### config.mk
export PLATFORM = sky130hd
export DESIGN_NAME = sram_note_fetch
export DESIGN_NICKNAME = d
export VERILOG_FILES = /design/src/rtl/sram_pkg.sv /design/src/rtl/sync_fifo.sv /design/src/rtl/sram_note_fetch.sv
export SDC_FILE = /design/constraint.sdc
export NUM_CORES = 1
export LEC_CHECK = 0
export ABC_CLOCK_PERIOD_IN_PS = 2190
export BUFFER_PORTS_ARGS = -buffer_cell sky130_fd_sc_hd__buf_2
export CORE_MARGIN = 2
export CORE_UTILIZATION = 40
export CTS_CLUSTER_SIZE = 12
export DETAILED_ROUTE_END_ITERATION = 8
export PLACE_DENSITY = 0.68
export SLEW_MARGIN = 10
export SYNTH_ARGS = -nofsm -noshare
export SYNTH_HDL_FRONTEND = slang
export SYNTH_SLANG_ARGS = --single-unit
### constraint.sdc
create_clock -name CLK -period 2.19 [get_ports CLK]
set_clock_uncertainty 0.1 [all_clocks]
set_input_delay 0 -clock CLK [delete_from_list [all_inputs] [get_ports CLK]]
set_output_delay 0 -clock CLK [all_outputs]
set_load 0.01 [all_outputs]
### src/rtl/sram_pkg.sv
// Shared constants and state encoding for the SRAM note prefetch stage.
// The SRAM is only ever read, so its control pins are fixed.
package sram_pkg;
   localparam int          ADDR_W_DEF   = 18;
   localparam logic [15:0] END_WORD_DEF = 16'hFFFF;

   localparam logic SRAM_WE_VAL = 1'b1;
   localparam logic SRAM_CE_VAL = 1'b0;
   localparam logic SRAM_OE_VAL = 1'b0;
   localparam logic SRAM_LB_VAL = 1'b0;
   localparam logic SRAM_UB_VAL = 1'b0;

   typedef enum logic [1:0] {IDLE, WAIT, STALL, HALT} fetch_state_e;
endpackage

### src/rtl/sync_fifo.sv
// Small synchronous FIFO with a registered head word, so the consumer
// sees data straight from a flop.
module sync_fifo #(
   parameter  int DEPTH = 4,
   parameter  int DW    = 16,
   localparam int AW    = $clog2(DEPTH),
   localparam int CW    = AW + 1
) (
   input  logic          CLK,
   input  logic          RST_N,
   input  logic          flush,
   input  logic          push,
   input  logic          pop,
   input  logic [DW-1:0] din,
   output logic [DW-1:0] head,
   output logic          full,
   output logic          empty,
   output logic [CW-1:0] count
);
   logic [DEPTH-1:0][DW-1:0] mem;
   logic [AW-1:0]            wr_ptr, rd_ptr;
   logic                     do_push, do_pop;

   assign full    = (count == CW'(DEPTH));
   assign empty   = (count == '0);
   assign do_pop  = pop & ~empty;
   assign do_push = push & (~full | do_pop);

   always_ff @(posedge CLK or negedge RST_N) begin
      if (!RST_N) begin
         mem    <= '0;
         wr_ptr <= '0;
         rd_ptr <= '0;
         count  <= '0;
         head   <= '0;
      end else if (flush) begin
         wr_ptr <= '0;
         rd_ptr <= '0;
         count  <= '0;
         head   <= '0;
      end else begin
         if (do_push) begin
            mem[wr_ptr] <= din;
            wr_ptr      <= wr_ptr + 1'b1;
         end
         if (do_pop)
            rd_ptr <= rd_ptr + 1'b1;
         case ({do_push, do_pop})
            2'b10:   count <= count + 1'b1;
            2'b01:   count <= count - 1'b1;
            default: ;
         endcase
         // Head tracks the word that will be at rd_ptr after this edge;
         // with a single entry left, that is the word being pushed.
         if (do_pop)
            head <= (count > CW'(1)) ? mem[rd_ptr + 1'b1] : din;
         else if (empty && do_push)
            head <= din;
      end
   end
endmodule

### src/rtl/sram_note_fetch.sv
// Streams note words from async SRAM into a FIFO until the end-of-song
// marker; one read in flight, issued only when a FIFO slot is guaranteed.
module sram_note_fetch
   import sram_pkg::*;
#(
   parameter int          ADDR_W    = ADDR_W_DEF,
   parameter int          DEPTH     = 4,
   parameter int          READ_WAIT = 2,
   parameter logic [15:0] END_WORD  = END_WORD_DEF
) (
   input  logic              CLK,
   input  logic              RST_N,
   input  logic              START,
   input  logic [ADDR_W-1:0] START_ADDR,
   output logic [ADDR_W-1:0] SRAM_A,
   input  logic [15:0]       SRAM_D,
   output logic              SRAM_WE,
   output logic              SRAM_CE,
   output logic              SRAM_OE,
   output logic              SRAM_LB,
   output logic              SRAM_UB,
   output logic              INS_VALID,
   output logic [15:0]       INS_DATA,
   input  logic              INS_READY,
   output logic              DONE,
   output logic [ADDR_W-1:0] PC
);
   localparam int WCW = $clog2(READ_WAIT + 1);
   localparam int CW  = $clog2(DEPTH) + 1;

   fetch_state_e      state, state_nxt;
   logic [WCW-1:0]    wcnt, wcnt_nxt;
   logic [ADDR_W-1:0] pc, pc_nxt, addr, addr_nxt;
   logic              done, done_nxt;
   logic              push, flush, pop, capture, room;
   logic              fifo_full, fifo_empty;
   logic [CW-1:0]     fifo_count, occ_push;

   assign pop      = INS_READY & ~fifo_empty;
   assign capture  = (state == WAIT) && (wcnt == WCW'(READ_WAIT));
   // Occupancy after an edge that pushes, with any pop applied.
   assign occ_push = fifo_count + CW'(1) - CW'(pop);
   assign room     = (occ_push < CW'(DEPTH));

   always_ff @(posedge CLK or negedge RST_N) begin
      if (!RST_N) begin
         state <= IDLE;
         wcnt  <= '0;
         pc    <= '0;
         addr  <= '0;
         done  <= 1'b0;
      end else begin
         state <= state_nxt;
         wcnt  <= wcnt_nxt;
         pc    <= pc_nxt;
         addr  <= addr_nxt;
         done  <= done_nxt;
      end
   end

   always_comb begin
      state_nxt = state;
      wcnt_nxt  = wcnt;
      pc_nxt    = pc;
      addr_nxt  = addr;
      done_nxt  = done;
      push      = 1'b0;
      flush     = 1'b0;
      if (START) begin
         flush     = 1'b1;
         addr_nxt  = START_ADDR;
         pc_nxt    = START_ADDR;
         done_nxt  = 1'b0;
         wcnt_nxt  = '0;
         state_nxt = WAIT;
      end else begin
         case (state)
            IDLE: ;
            WAIT: begin
               if (!capture)
                  wcnt_nxt = wcnt + 1'b1;
               else if (SRAM_D == END_WORD) begin
                  done_nxt  = 1'b1;
                  state_nxt = HALT;
               end else begin
                  push     = 1'b1;
                  pc_nxt   = pc + ADDR_W'(1);
                  addr_nxt = pc + ADDR_W'(1);
                  wcnt_nxt = '0;
                  if (!room)
                     state_nxt = STALL;
               end
            end
            STALL: begin
               if (!fifo_full || pop) begin
                  addr_nxt  = pc;
                  wcnt_nxt  = '0;
                  state_nxt = WAIT;
               end
            end
            HALT: ;
            default: state_nxt = IDLE;
         endcase
      end
   end

   sync_fifo #(.DEPTH(DEPTH), .DW(16)) u_fifo (
      .CLK   (CLK),
      .RST_N (RST_N),
      .flush (flush),
      .push  (push),
      .pop   (pop),
      .din   (SRAM_D),
      .head  (INS_DATA),
      .full  (fifo_full),
      .empty (fifo_empty),
      .count (fifo_count)
   );

   assign SRAM_A    = addr;
   assign PC        = pc;
   assign DONE      = done;
   assign INS_VALID = ~fifo_empty;
   assign SRAM_WE   = SRAM_WE_VAL;
   assign SRAM_CE   = SRAM_CE_VAL;
   assign SRAM_OE   = SRAM_OE_VAL;
   assign SRAM_LB   = SRAM_LB_VAL;
   assign SRAM_UB   = SRAM_UB_VAL;
endmodule

==> results_dict.tcl <==
set metrics [dict create \
    cp.required_ns 2.39 \
    crit_arrival_ns 2.37 \
    routedWlPerCell_um 18.26 \
    nets 770 \
    synthArstFlopShare 1.000 \
    worstSetupPathType "input pin to flop" \
    cp_slowest_cell "or4_1" \
    synthAdderAreaFrac 0.01637 \
    gp_congestion 0.9115 \
    clock_sinks 128 \
    crit_chain "dlygate4sd3_1 -> buf_2 -> nand4_1 -> or4_1 -> buf_6 -> nand3_4 -> nor3b_4 -> clkbuf_16 -> mux2_4" \
    p_sw_frac 0.3203 \
    hold_viol_final 0 \
    ys.flop_type "dfrtp_1" \
    fin_util 0.5295 \
    synth_xor_area_frac 0.03820 \
    tightest_slew_ns 0.5903 \
    synth.distinct_cells 60 \
    pwr-share-seq 0.366 \
    fin_crit_ns 2.164 \
    ys_top_cells_by_area "dfrtp_1, mux2_4, mux4_2, mux2_2, mux2i_1" \
    firstDrtPassIters 4 \
    slew_headroom 0.6065 \
    grt_antenna_before_repair 0 \
    ys_ff_latch 128 \
    ys_seq_area_frac 0.4656 \
    grt_pass1_wl_mm 28.14 \
    synth_cells 571 \
    fillers 1407 \
    overflow 0 \
    synth.largest_area_cell "dfrtp_1" \
    cap_violations 0 \
    h-tree-depth 4 \
    port_buffers 91 \
    syn_area_um2 6879 \
    syn2layout_area_growth_pct 28.56 \
    cts_buffers 17 \
    setup_viol 0 \
    seqCellArea_um2 3206 \
    pwr-share-clk 0.314 \
    yosysWarnings 0 \
    synth_top_area_frac 0.4656 \
    p_int_uw 6231 \
    fmax_mhz 462.0 \
    num_antenna_cells 0 \
    synth_mux_area_frac 0.2252 \
    cp_max_fo 13 \
    insertion_delay_ns 0.42 \
    synthSimpleGateAreaFrac 0.1240 \
    clock_path_buffers 2 \
    drive_gt1_frac 0.3614 \
    cts_tree "built" \
    drc 0 \
    p_per_area_nw_per_um2 1037 \
    synth_edf_count 0 \
    drv_slew 0 \
    via_per_inst 5.400 \
    min_path_type "input pin to asynchronous set/reset pin" \
    yosys-top-cells-count "dfrtp_1, nand2_1, mux2_4" \
    max_stage_delay_ns 0.55 \
    combPwrFrac 0.320 \
    clk_pin_slew_ns 0.06 \
    p_switching_uw 2936 \
    routed_wl_mm 17.46 \
    finalCritPeriodShare 0.9883 \
    rows 47 \
    root_buffer "clkbuf_16" \
    dp_hpwl_mm 11.40 \
    fp.coreArea_um2 16700 \
    grt_start_max_net_pins 55 \
    end_kind "flop" \
    antenna_left 0 \
    start_util 0.4119 \
    power_leakage_uw 0.003965 \
    multi_input_area_um2 3446 \
    status "finished clean" \
    crit_path_start_kind "input pin" \
    peakVddDrop_mv 0.6931 \
    die_w_um 135.1 \
    track_usage 0.1992 \
    fin_setup_tns_ns 0 \
    avgSynthCellArea_um2 12.05 \
    design.die.area_um2 18260 \
    synth.most_common_cell "dfrtp_1" \
    drt-initial-drc-count 288 \
    num_io_pins 97 \
    dieHeight_um 135.1 \
    vias 5162 \
    synth_compound_area_frac 0.08821 \
    rsz0062_at_grt "true" \
    grt_pass1_vias 5469 \
    synth_top_family_by_area "multiplexers" \
]
metal layers:
| metal | track usage | part of all wire |
|---|---|---|
| met5 | 0 | 0 |
| met4 | 0.06655 | 0.016 |
| met3 | 0.05088 | 0.057 |
| met2 | 0.3305 | 0.48 |
| met1 | 0.2555 | 0.44 |
area by class of cell:
class | instances | share of cell area
multi-input cells | 394 | 0.3896
flip-flops and latches | 128 | 0.3625
repair buffers | 171 | 0.1439
clock buffers | 19 | 0.05122
well taps | 220 | 0.03113
clock inverters | 13 | 0.01698
inverters | 11 | 0.004669
logic make-up after synthesis:
kind of cell,count (synthesis)
flops,128
buf+inv,52
mux,111
fa+ha+maj,9
compound gates,90
simple gates,149
xor+xnor,30
other cells,2
cell usage in the layout (no fill, tap or decap), drive strengths merged, types with 19 or more instances in the layout:
cell,count
nand2,43
clkbuf,20
dfrtp,128
mux2,70
xnor2,20
o21ai,25
buf,133
dlygate4sd3,37
mux2i,25
o31ai,19
nor2,19
sequential cells by signal, indices dropped and copies added (netlist names):
register	cells
DONE	1
PC	18
SRAM_A	18
state	2
u_fifo.count	3
u_fifo.head	16
u_fifo.mem	64
u_fifo.rd_ptr	2
u_fifo.wr_ptr	2
wcnt	2
final timing paths:
kind                                                to  slack [ns]                         from  cells past startpoint
setup reg to reg            u_fifo.mem[10]$_DFFE_PN0P_        0.03  u_fifo.count[0]$_DFFE_PN0P_                      7
max in group asynchronous   u_fifo.mem[57]$_DFFE_PN0P_        1.21                        RST_N                      3
min in group CLK                     PC[8]$_DFFE_PN0P_        0.25                START_ADDR[8]                      3
hold reg to reg             u_fifo.head[8]$_DFFE_PN0P_        0.37   u_fifo.head[8]$_DFFE_PN0P_                      2
setup / recovery            u_fifo.mem[10]$_DFFE_PN0P_        0.03                    SRAM_D[1]                      9
hold / removal             u_fifo.head[12]$_DFFE_PN0P_        0.04                        RST_N                      2
repair_timing:
action,4_1_cts,5_1_grt
setup buffers,0,2
endpoints found under the hold margin,223,0
endpoints found under the setup margin,0,58
gates resized for setup,0,12
hold buffers,37,0
critical path, delay by kind of cell:
kind | cells | cell delay [ns]
muxes | 1 | 0.30
buffers and inverters | 4 | 1.11
and+or+nand+nor | 4 | 0.95
power groups by stage:
stage               sequential [µW]  combinational [µW]  clock [µW]
floorplan                      3400                1750           0
finish                         3350                2930        2880
CTS                            3340                2840        2930
global route                   3430                3190        3060
detailed placement             3370                2770           0
global placement               3340                2680           0
per-stage QoR:
stage	power, µW	cells	worst slack [ns]	cell area, µm²	hold slack [ns]
after floorplan	5144	574	-0.04964	6892	-0.3956
after global placement	6011	884	0.07359	7789	-0.06974
after detailed placement	6142	884	0.04435	7789	-0.05139
after CTS	9114	953	0.03252	8762	0.03871
after global routing	9685	956	-0.05531	8843	0.08478
final	9167	956	0.02555	8843	0.03604
Note: power is estimated with default switching activity, not from simulation.
